--- config.mk ---
export PLATFORM = sky130hd
export DESIGN_NAME = fp_add_seq_ctrl
export DESIGN_NICKNAME = d
export VERILOG_FILES = /design/src/rtl/fp_pkg.sv /design/src/rtl/mant_addsub_24.sv /design/src/rtl/fp_add_seq_ctrl.sv
export SDC_FILE = /design/constraint.sdc
export NUM_CORES = 1
export LEC_CHECK = 0
export BUFFER_PORTS_ARGS = -buffer_cell sky130_fd_sc_hd__clkbuf_2
export CORE_MARGIN = 8
export CORE_UTILIZATION = 30
export DETAILED_ROUTE_END_ITERATION = 8
export MAX_ROUTING_LAYER = met4
export PLACE_DENSITY_LB_ADDON = 0.08
export SYNTH_ARGS = -nofsm -noshare
export SYNTH_HDL_FRONTEND = slang
export SYNTH_SLANG_ARGS = --single-unit
--- constraint.sdc ---
create_clock -name clk -period 7.9 [get_ports clk]
set_input_delay 2.37 -clock clk [delete_from_list [all_inputs] [get_ports clk]]
set_output_delay 2.37 -clock clk [all_outputs]
set_load 0.005 [all_outputs]
--- src/rtl/fp_pkg.sv ---
// Shared definitions for the sequential single-precision adder: format
// constants, controller state encoding and the unpacked-operand record.
package fp_pkg;

    localparam int EXP_W = 8;
    localparam int MAN_W = 23;

    localparam logic [EXP_W-1:0] EXP_MAX = 8'd255;
    localparam logic [31:0]      QNAN    = 32'h7FC0_0000;

    typedef enum logic [2:0] {
        IDLE   = 3'd0,
        UNPACK = 3'd1,
        ALIGN  = 3'd2,
        ADD    = 3'd3,
        NORM   = 3'd4,
        DONE   = 3'd5
    } state_e;

    typedef struct packed {
        logic             sign;
        logic [EXP_W-1:0] exp;
        logic [MAN_W:0]   mant;
    } fp_op_t;

    // Split a packed single into sign/exponent/mantissa. The hidden bit is
    // restored for normal numbers; exponent 0 (zero or denormal) yields a
    // zero mantissa, which is how denormal inputs get flushed.
    function automatic fp_op_t fp_unpack(input logic [31:0] v);
        fp_op_t o;
        o.sign = v[31];
        o.exp  = v[30:23];
        o.mant = (v[30:23] != '0) ? {1'b1, v[22:0]} : '0;
        return o;
    endfunction

endpackage

--- src/rtl/mant_addsub_24.sv ---
// 24-bit mantissa adder/subtractor shared by every addition the controller
// performs. Subtraction assumes a >= b, so it never borrows and the carry
// output is forced low.
module mant_addsub_24
    import fp_pkg::*;
(
    input  logic [MAN_W:0] a,
    input  logic [MAN_W:0] b,
    input  logic           sub,
    output logic [MAN_W:0] sum,
    output logic           carry_out
);

    logic [MAN_W+1:0] wide;

    // Single add/subtract with one extra bit to capture the add carry
    always_comb begin
        wide = '0;
        if (sub) begin
            wide = {1'b0, a - b};
        end else begin
            wide = {1'b0, a} + {1'b0, b};
        end
    end

    assign sum       = wide[MAN_W:0];
    assign carry_out = sub ? 1'b0 : wide[MAN_W+1];

endmodule

--- src/rtl/fp_add_seq_ctrl.sv ---
// Multi-cycle IEEE-754 single-precision adder controller. One operation is
// in flight at a time: accept in IDLE, unpack, align, add, normalise one bit
// per cycle, then hold the result in DONE until the consumer takes it.
// Truncating rounding; denormals flush to zero on input and output.
//
// Handshake: a transfer happens on a rising edge where valid and ready are
// both high. in_ready is high only in IDLE (and never while rst_n is low);
// out_valid is high only in DONE, and result stays constant while it waits.
module fp_add_seq_ctrl #(
    parameter int EXP_W = 8,
    parameter int MAN_W = 23
) (
    input  logic        clk,
    input  logic        rst_n,
    input  logic        in_valid,
    output logic        in_ready,
    input  logic [31:0] a,
    input  logic [31:0] b,
    output logic        out_valid,
    input  logic        out_ready,
    output logic [31:0] result,
    output logic        busy
);
    import fp_pkg::*;

    state_e           state;
    logic [31:0]      a_r;
    logic [31:0]      b_r;
    logic [31:0]      result_r;
    logic             sign_r;
    logic [EXP_W-1:0] exp_r;
    logic [EXP_W-1:0] shamt;
    logic [MAN_W:0]   man_x;
    logic [MAN_W:0]   man_y;
    logic [MAN_W:0]   sum_r;
    logic             carry_r;
    logic             eff_sub;

    fp_op_t           ua;
    fp_op_t           ub;
    fp_op_t           op_x;
    fp_op_t           op_y;
    logic             a_nan, b_nan, a_inf, b_inf, a_zero, b_zero;
    logic             special;
    logic [31:0]      special_res;

    logic [MAN_W:0]   add_sum;
    logic             add_co;

    // Operand classification and magnitude ordering used during UNPACK
    always_comb begin
        ua     = fp_unpack(a_r);
        ub     = fp_unpack(b_r);
        a_nan  = (a_r[30:23] == EXP_MAX) && (a_r[22:0] != '0);
        b_nan  = (b_r[30:23] == EXP_MAX) && (b_r[22:0] != '0);
        a_inf  = (a_r[30:23] == EXP_MAX) && (a_r[22:0] == '0);
        b_inf  = (b_r[30:23] == EXP_MAX) && (b_r[22:0] == '0);
        a_zero = (a_r[30:23] == '0);
        b_zero = (b_r[30:23] == '0);
        special = a_nan | b_nan | a_inf | b_inf | a_zero | b_zero;

        // Larger magnitude goes to X; a tie keeps A as X
        if ({ub.exp, ub.mant} > {ua.exp, ua.mant}) begin
            op_x = ub;
            op_y = ua;
        end else begin
            op_x = ua;
            op_y = ub;
        end

        // Results that bypass the arithmetic path entirely
        if (a_nan || b_nan) begin
            special_res = QNAN;
        end else if (a_inf && b_inf) begin
            special_res = (a_r[31] != b_r[31]) ? QNAN : a_r;
        end else if (a_inf) begin
            special_res = a_r;
        end else if (b_inf) begin
            special_res = b_r;
        end else if (a_zero && b_zero) begin
            special_res = {a_r[31] & b_r[31], 31'h0};
        end else if (a_zero) begin
            special_res = b_r;
        end else begin
            special_res = a_r;
        end
    end

    mant_addsub_24 u_addsub (
        .a         (man_x),
        .b         (man_y),
        .sub       (eff_sub),
        .sum       (add_sum),
        .carry_out (add_co)
    );

    // Controller state machine and datapath registers
    always_ff @(posedge clk) begin
        if (!rst_n) begin
            state    <= IDLE;
            a_r      <= '0;
            b_r      <= '0;
            result_r <= '0;
            sign_r   <= 1'b0;
            exp_r    <= '0;
            shamt    <= '0;
            man_x    <= '0;
            man_y    <= '0;
            sum_r    <= '0;
            carry_r  <= 1'b0;
            eff_sub  <= 1'b0;
        end else begin
            case (state)
                IDLE: begin
                    if (in_valid) begin
                        a_r   <= a;
                        b_r   <= b;
                        state <= UNPACK;
                    end
                end
                UNPACK: begin
                    if (special) begin
                        result_r <= special_res;
                        state    <= DONE;
                    end else begin
                        sign_r  <= op_x.sign;
                        exp_r   <= op_x.exp;
                        man_x   <= op_x.mant;
                        man_y   <= op_y.mant;
                        shamt   <= op_x.exp - op_y.exp;
                        eff_sub <= op_x.sign ^ op_y.sign;
                        state   <= ALIGN;
                    end
                end
                ALIGN: begin
                    man_y <= (shamt >= 8'd24) ? '0 : (man_y >> shamt);
                    state <= ADD;
                end
                ADD: begin
                    sum_r   <= add_sum;
                    carry_r <= add_co;
                    state   <= NORM;
                end
                NORM: begin
                    if (carry_r) begin
                        // Carry out: shift right once, which may overflow to Inf
                        carry_r <= 1'b0;
                        if (exp_r == EXP_MAX - 8'd1) begin
                            result_r <= {sign_r, EXP_MAX, 23'h0};
                        end else begin
                            result_r <= {sign_r, exp_r + 8'd1, sum_r[MAN_W:1]};
                        end
                        state <= DONE;
                    end else if (sum_r == '0) begin
                        result_r <= 32'h0;
                        state    <= DONE;
                    end else if (sum_r[MAN_W]) begin
                        result_r <= {sign_r, exp_r, sum_r[MAN_W-1:0]};
                        state    <= DONE;
                    end else if (exp_r == 8'd1) begin
                        // Another shift would leave the normal range: flush
                        result_r <= {sign_r, 31'h0};
                        state    <= DONE;
                    end else begin
                        sum_r <= sum_r << 1;
                        exp_r <= exp_r - 8'd1;
                    end
                end
                DONE: begin
                    if (out_ready) begin
                        state <= IDLE;
                    end
                end
                default: begin
                    state <= IDLE;
                end
            endcase
        end
    end

    assign in_ready  = rst_n && (state == IDLE);
    assign out_valid = (state == DONE);
    assign busy      = (state != IDLE);
    assign result    = result_r;

endmodule

# After elaboration in Yosys (flattened, before gate mapping)
# Index checks and enable logic that the tools add are counted.
[totals]
latch_bits = 0
romBits = 0
mem_count = 0
output_inout_bits = 35
input_bits = 68
regBits = 190
word_cells = 121
mem_bits_rw = 0
[op_classes]
n_bitwise = 8
reduce_logical = 30
n_div = 0
n_lt_le_gt_ge = 2
muxes = 43
addsub = 5
n_mul = 0
shift = 1
eq_ne = 19
[op_table]
columns = ["cell", "count"]
rows = [
  ["$mux W32", 12],
  ["$mux W24", 8],
  ["$pmux W24 S2", 2],
  ["$mux W33", 2],
  ["$pmux W32 S2", 1],
  ["$logic_not A23 Y1", 2],
  ["$reduce_bool A23 Y1", 2],
  ["$mux W8", 5],
  ["$gt A32 B32 Y1", 1],
  ["$mux W31", 1],
  ["$add A24 B24 Y25", 1],
  ["$mux W25", 1],
  ["$eq A8 B8 Y1 const B", 3],
  ["$logic_not A24 Y1", 1],
  ["$shr A24 B8 Y24", 1],
  ["$sub A24 B24 Y24", 1],
  ["$mux W3", 7],
  ["$pmux W3 S6", 1],
  ["$logic_not A8 Y1", 2],
  ["$pmux W8 S2", 1],
  ["$reduce_bool A8 Y1", 2],
  ["$ne A2 B2 Y1 const B", 7],
  ["$reduce_and A3 Y1", 3],
  ["$add A8 B1 Y8 const B", 1],
  ["other kinds (24)", 40],
]

# Depth between registers and ports, before layout
[logic_depth]
depth_word = 9
depth_mapped = 19
mapped_depth_nobuf = 15

# Hierarchy
# A second synthesis with hierarchy kept.
[hier_totals]
hier_cells = 1943
hier_area_um2 = 14002.2
[modules_own_cells]
columns = ["module", "area_each_um2", "instances", "seq_area_each_um2", "cells_per_inst"]
rows = [
  ["fp_add_seq_ctrl", 11362.1, 1, 3803.6, 1547],
  ["mant_addsub_24", 2640.0, 1, 0.0, 396],
]

# Least setup slack after synthesis
# Ideal clock, no wire load.
[synth_timing]
kind = "input to output"
from = "input rst_n"
to = "output in_ready"
n_path_buf = 3
cell_stages = 5
required_ns = 5.530
arrival_time_ns = 3.270
setup_slack_ns = 2.260
path_cell_list = "clkbuf_1 > inv_2 > clkbuf_1 > clkbuf_1 > nor2_1"
[synth_via]
elab_chain_len = 1
[synth_rtl]
columns = ["item", "line", "source"]
rows = [
  ["start, declared", "fp_add_seq_ctrl.sv:14", "input logic rst_n,"],
  ["$logic_and A1 B1 Y1", "fp_add_seq_ctrl.sv:181", "assign in_ready = rst_n && (state == IDLE);"],
  ["end, declared", "fp_add_seq_ctrl.sv:16", "output logic in_ready,"],
]
# Every way passes these cells.

# Worst setup path in the final report
# Ends and elaborated chain as after synthesis.

==> summary.md <==
| Metric | Value |
|---|---|
| Reg area | roughly 3800 µm² |
| Clock transition at path regs | ~70 ps |
| Post-CTS Resized | 0 |
| Netlist cell types | 76 |
| Max Cap Violations | 0 |
| First-pass GRT wire length | ~85000 µm |
| Comb pwr share | between 60% and 70% |
| Via Count | roughly 14k |
| Non-Filler Instances | approximately 2.5k |
| Multi-input gate area | around 9000 µm² |
| Worst Path Max Fanout | 24 |
| Post-layout nets | between 2k and 2.5k |
| Final WL | around 56000 µm |
| Depth of the CTS H-tree | 4 |
| Slew Viols, Final | 0 |
| Asr flop ratio synth | 0% |
| Met2 Routed Length | 25900 µm |
| CTS Hold Bufs | 0 |
| Routed met3 length | 1920 µm |
| Clk pwr share | around an eighth |
| Antenna Cells | 0 |
| CTS tree | yes |
| Root buf cell | clkbuf_16 |
| Ports | between 100 and 150 |
| Share of cells above drive strength 1 | between 10% and 20% |
| Crit path launch type | input port |
| Worst Slack Setup Final | approximately 2500 ps |
| Number of synthesized register bits | between 150 and 200 |
| Initial Utilization | a little under a third |
| Vias in the first global route | about 13k |
| Final hold vios | 0 |
| Average routed wire per standard cell | roughly 22 µm |
| Synth warn | 0 |
| Slowest CP cell | inv_4 |
| Initial antenna violation count | 0 |
| Tot GR Track Use | between 20% and 30% |
| CP Buf/Inv Count | 3 |
| Sequential Power Share | around a quarter |
| Min Tclk post-route | 5370 ps |
| GRT Residual Overflow | 0 |
| Max Freq | 0.186 GHz |
| Die W | between 200 and 250 µm |
| Worst Skew | ~14 ps |
| Full die area | roughly 53000 µm² |
| Post-synthesis cell area | ~14000 µm² |
| Power per cell area | 461 nW/µm² |
| Chip Height | 230 µm |
| Clk sinks | 190 |
| Sw Share | a little over half |
| Cell Chain, Critical Path | clkbuf_2 -> inv_4 -> nor2_1 -> clkbuf_2 |
| Mapped Nets | about 2.1k |
| EDFF count, synth | 0 |
| Setup violators final | 0 |
| DR iter-0 viols | 1183 |
| CP dominant cell by count | clkbuf_2 |
| Post-synth top flop | dfxtp_1 |
| Placed instance area | about 15000 µm² |
| Final Cycle Share | about two thirds |
| IO Port Bufs | a little over 100 |
| RSZ-0062 raised after global routing | no |
| Critical path required time | between 5000 and 6000 ps |
| Syn Area/Cell | roughly 7.2 µm² |
| Worst IR Drop VDD | between 0.2 and 0.25 mV |
| Cells after Synth | between 1.5k and 2k |
| Sequential area share after synthesis | 27.8% |
| Sw power | between 3 and 4 mW |
| Top Metal Used | met4 |
| Slew @ Worst Pin | ~1100 ps |
| Worst Path Arrival | roughly 3000 ps |
| DR pass1 iterations | 6 |
| DRT antenna net count | 0 |
| CORE AREA | roughly 45000 µm² |
| Status | finished clean |
| Vias per cell | 5.61 |
| Fillers | about 5k |
| Slowest stage delay, CP | between 200 and 300 ps |
| Final Cell Area | 15200 µm² |
| Setup Buffers After CTS | 0 |
| Syn-to-layout area delta | 11.1% |
| Top Family by Delay on Critical Path | buffers and inverters |
| Leakage | 5.83 nW |
| CTS Buf Count | 17 |
| FP Rows | 78 |
| Routability congestion estimate | 0.893 |
| Worst Hold Class | register to register |
| DP Wirelength | between 40000 and 50000 µm |
| Wl on met1 | approximately 27000 µm |
| Largest net degree at the start of global routing | 73 |
| Worst skew pair latency | around 500 ps |
| Hold slack | 472 ps |
| Placed insts | 2473 |
| Max Buffers Root-to-Sink | 2 |
| Worst Setup End Kind | output pin |
| TNS Setup | 0 ps |
| DRC | 0 |
| Internal power | between 3 and 4 mW |
| Worst Setup Path Type | input port to output pin |
| Relative slew slack | between 20 and 25% |
| Worst slack, placed | 2510 ps |
cells in the mapped netlist (16+ instances only):
library cell,count,area share [%]
nor4_1,26,1.2
a221oi_1,31,2.0
a211oi_1,30,1.6
a22oi_1,50,2.7
a21oi_1,204,7.5
and2_1,24,1.1
o21ai_0,171,6.3
xnor2_1,22,1.4
clkbuf_1,125,3.4
nand2_1,264,7.2
nor3_1,47,1.7
o311ai_0,19,1.2
o221ai_1,32,2.0
nor2_1,177,4.9
mux2i_1,22,1.6
o22ai_1,16,0.73
nand3_1,35,1.3
ha_1,85,7.8
dfxtp_1,190,28
inv_1,81,2.2
power by group through the flow:
stage	registers, mW	clock network [mW]	logic (mW)
after floorplan	1.51	0	3.13
after global placement	1.78	0	4.29
after detailed placement	1.78	0	4.29
after CTS	1.76	0.952	4.32
after global routing	1.82	0.991	4.78
final	1.78	0.924	4.31
area by class of cell:
type / count / share of cell area, %
clock inverters: 11 / 1.02
well taps: 600 / 4.94
repair buffers: 126 / 4.54
inverters: 82 / 2.04
multi-input cells: 1475 / 59.4
clock buffers: 20 / 3.00
flip-flops and latches: 190 / 25.0
worst min-delay path: cells and delay by family (launching register included):
| kind | cells | cell delay, ps |
|---|---|---|
| flip-flops | 1 | 320 |
| AND/OR/NAND/NOR | 1 | 60 |
| AO/OA/AOI/OAI | 1 | 50 |
state kept, by name (all words and copies together) (netlist names):
name,cells
a_r,32
b_r,32
result,32
man_x,24
man_y,24
sum_r,24
exp_r,8
shamt,8
state,3
carry_r,1
eff_sub,1
sign_r,1
kinds of logic (layout without fill, tap and decap cells):
family / count (synthesis) / after routing / share of synthesized area (%)
multiplexers: 34 / 34 / 3.26
XOR/XNOR: 26 / 26 / 1.66
AND/OR/NAND/NOR: 658 / 658 / 21.8
buffers and inverters: 231 / 239 / 6.45
AO/OA/AOI/OAI: 670 / 670 / 31.0
flip-flops: 190 / 190 / 27.8
adder cells (fa/ha/maj): 87 / 87 / 8.07
cell usage in the layout (no fill, tap or decap), types with 23 or more instances in the layout:
cell | synthesis | final
nand3_1 | 35 | 35
nor2_1 | 177 | 176
nand2_1 | 264 | 263
a221oi_1 | 31 | 31
clkbuf_2 | 1 | 102
a21oi_1 | 204 | 204
o21ai_0 | 171 | 170
nor4_1 | 26 | 26
a211oi_1 | 30 | 30
nor3_1 | 47 | 44
and2_1 | 24 | 23
ha_1 | 85 | 85
dfxtp_1 | 190 | 190
buf_4 | 0 | 24
o221ai_1 | 32 | 32
a22oi_1 | 50 | 50
inv_1 | 81 | 81
worst paths after layout:
check | from | to | slack, ps | cells past startpoint
setup / recovery | rst_n | in_ready | 2530 | 4
hold reg to reg | result[29] | result[29] | 470 | 2
setup reg to reg | b_r[25] | shamt[7] | 2890 | 15
hold / removal | result[29] | result[29] | 470 | 2
per-stage QoR:
| step | utilization, % | power, mW |
|---|---|---|
| 6_report | 33.7 | 7.02 |
| 5_1_grt | 33.7 | 7.59 |
| 4_1_cts | 33.7 | 7.03 |
| 3_5_place_dp | 32.3 | 6.07 |
| 3_3_place_gp | 32.3 | 6.07 |
| 2_1_floorplan | - | 4.65 |
metal layers:
layer	track usage (%)	vias up
met5	-	-
met4	6.85	0
met3	2.53	49
met2	33.1	344
met1	29.0	6762
li1	-	6882
(Power assumes the default switching activity.)
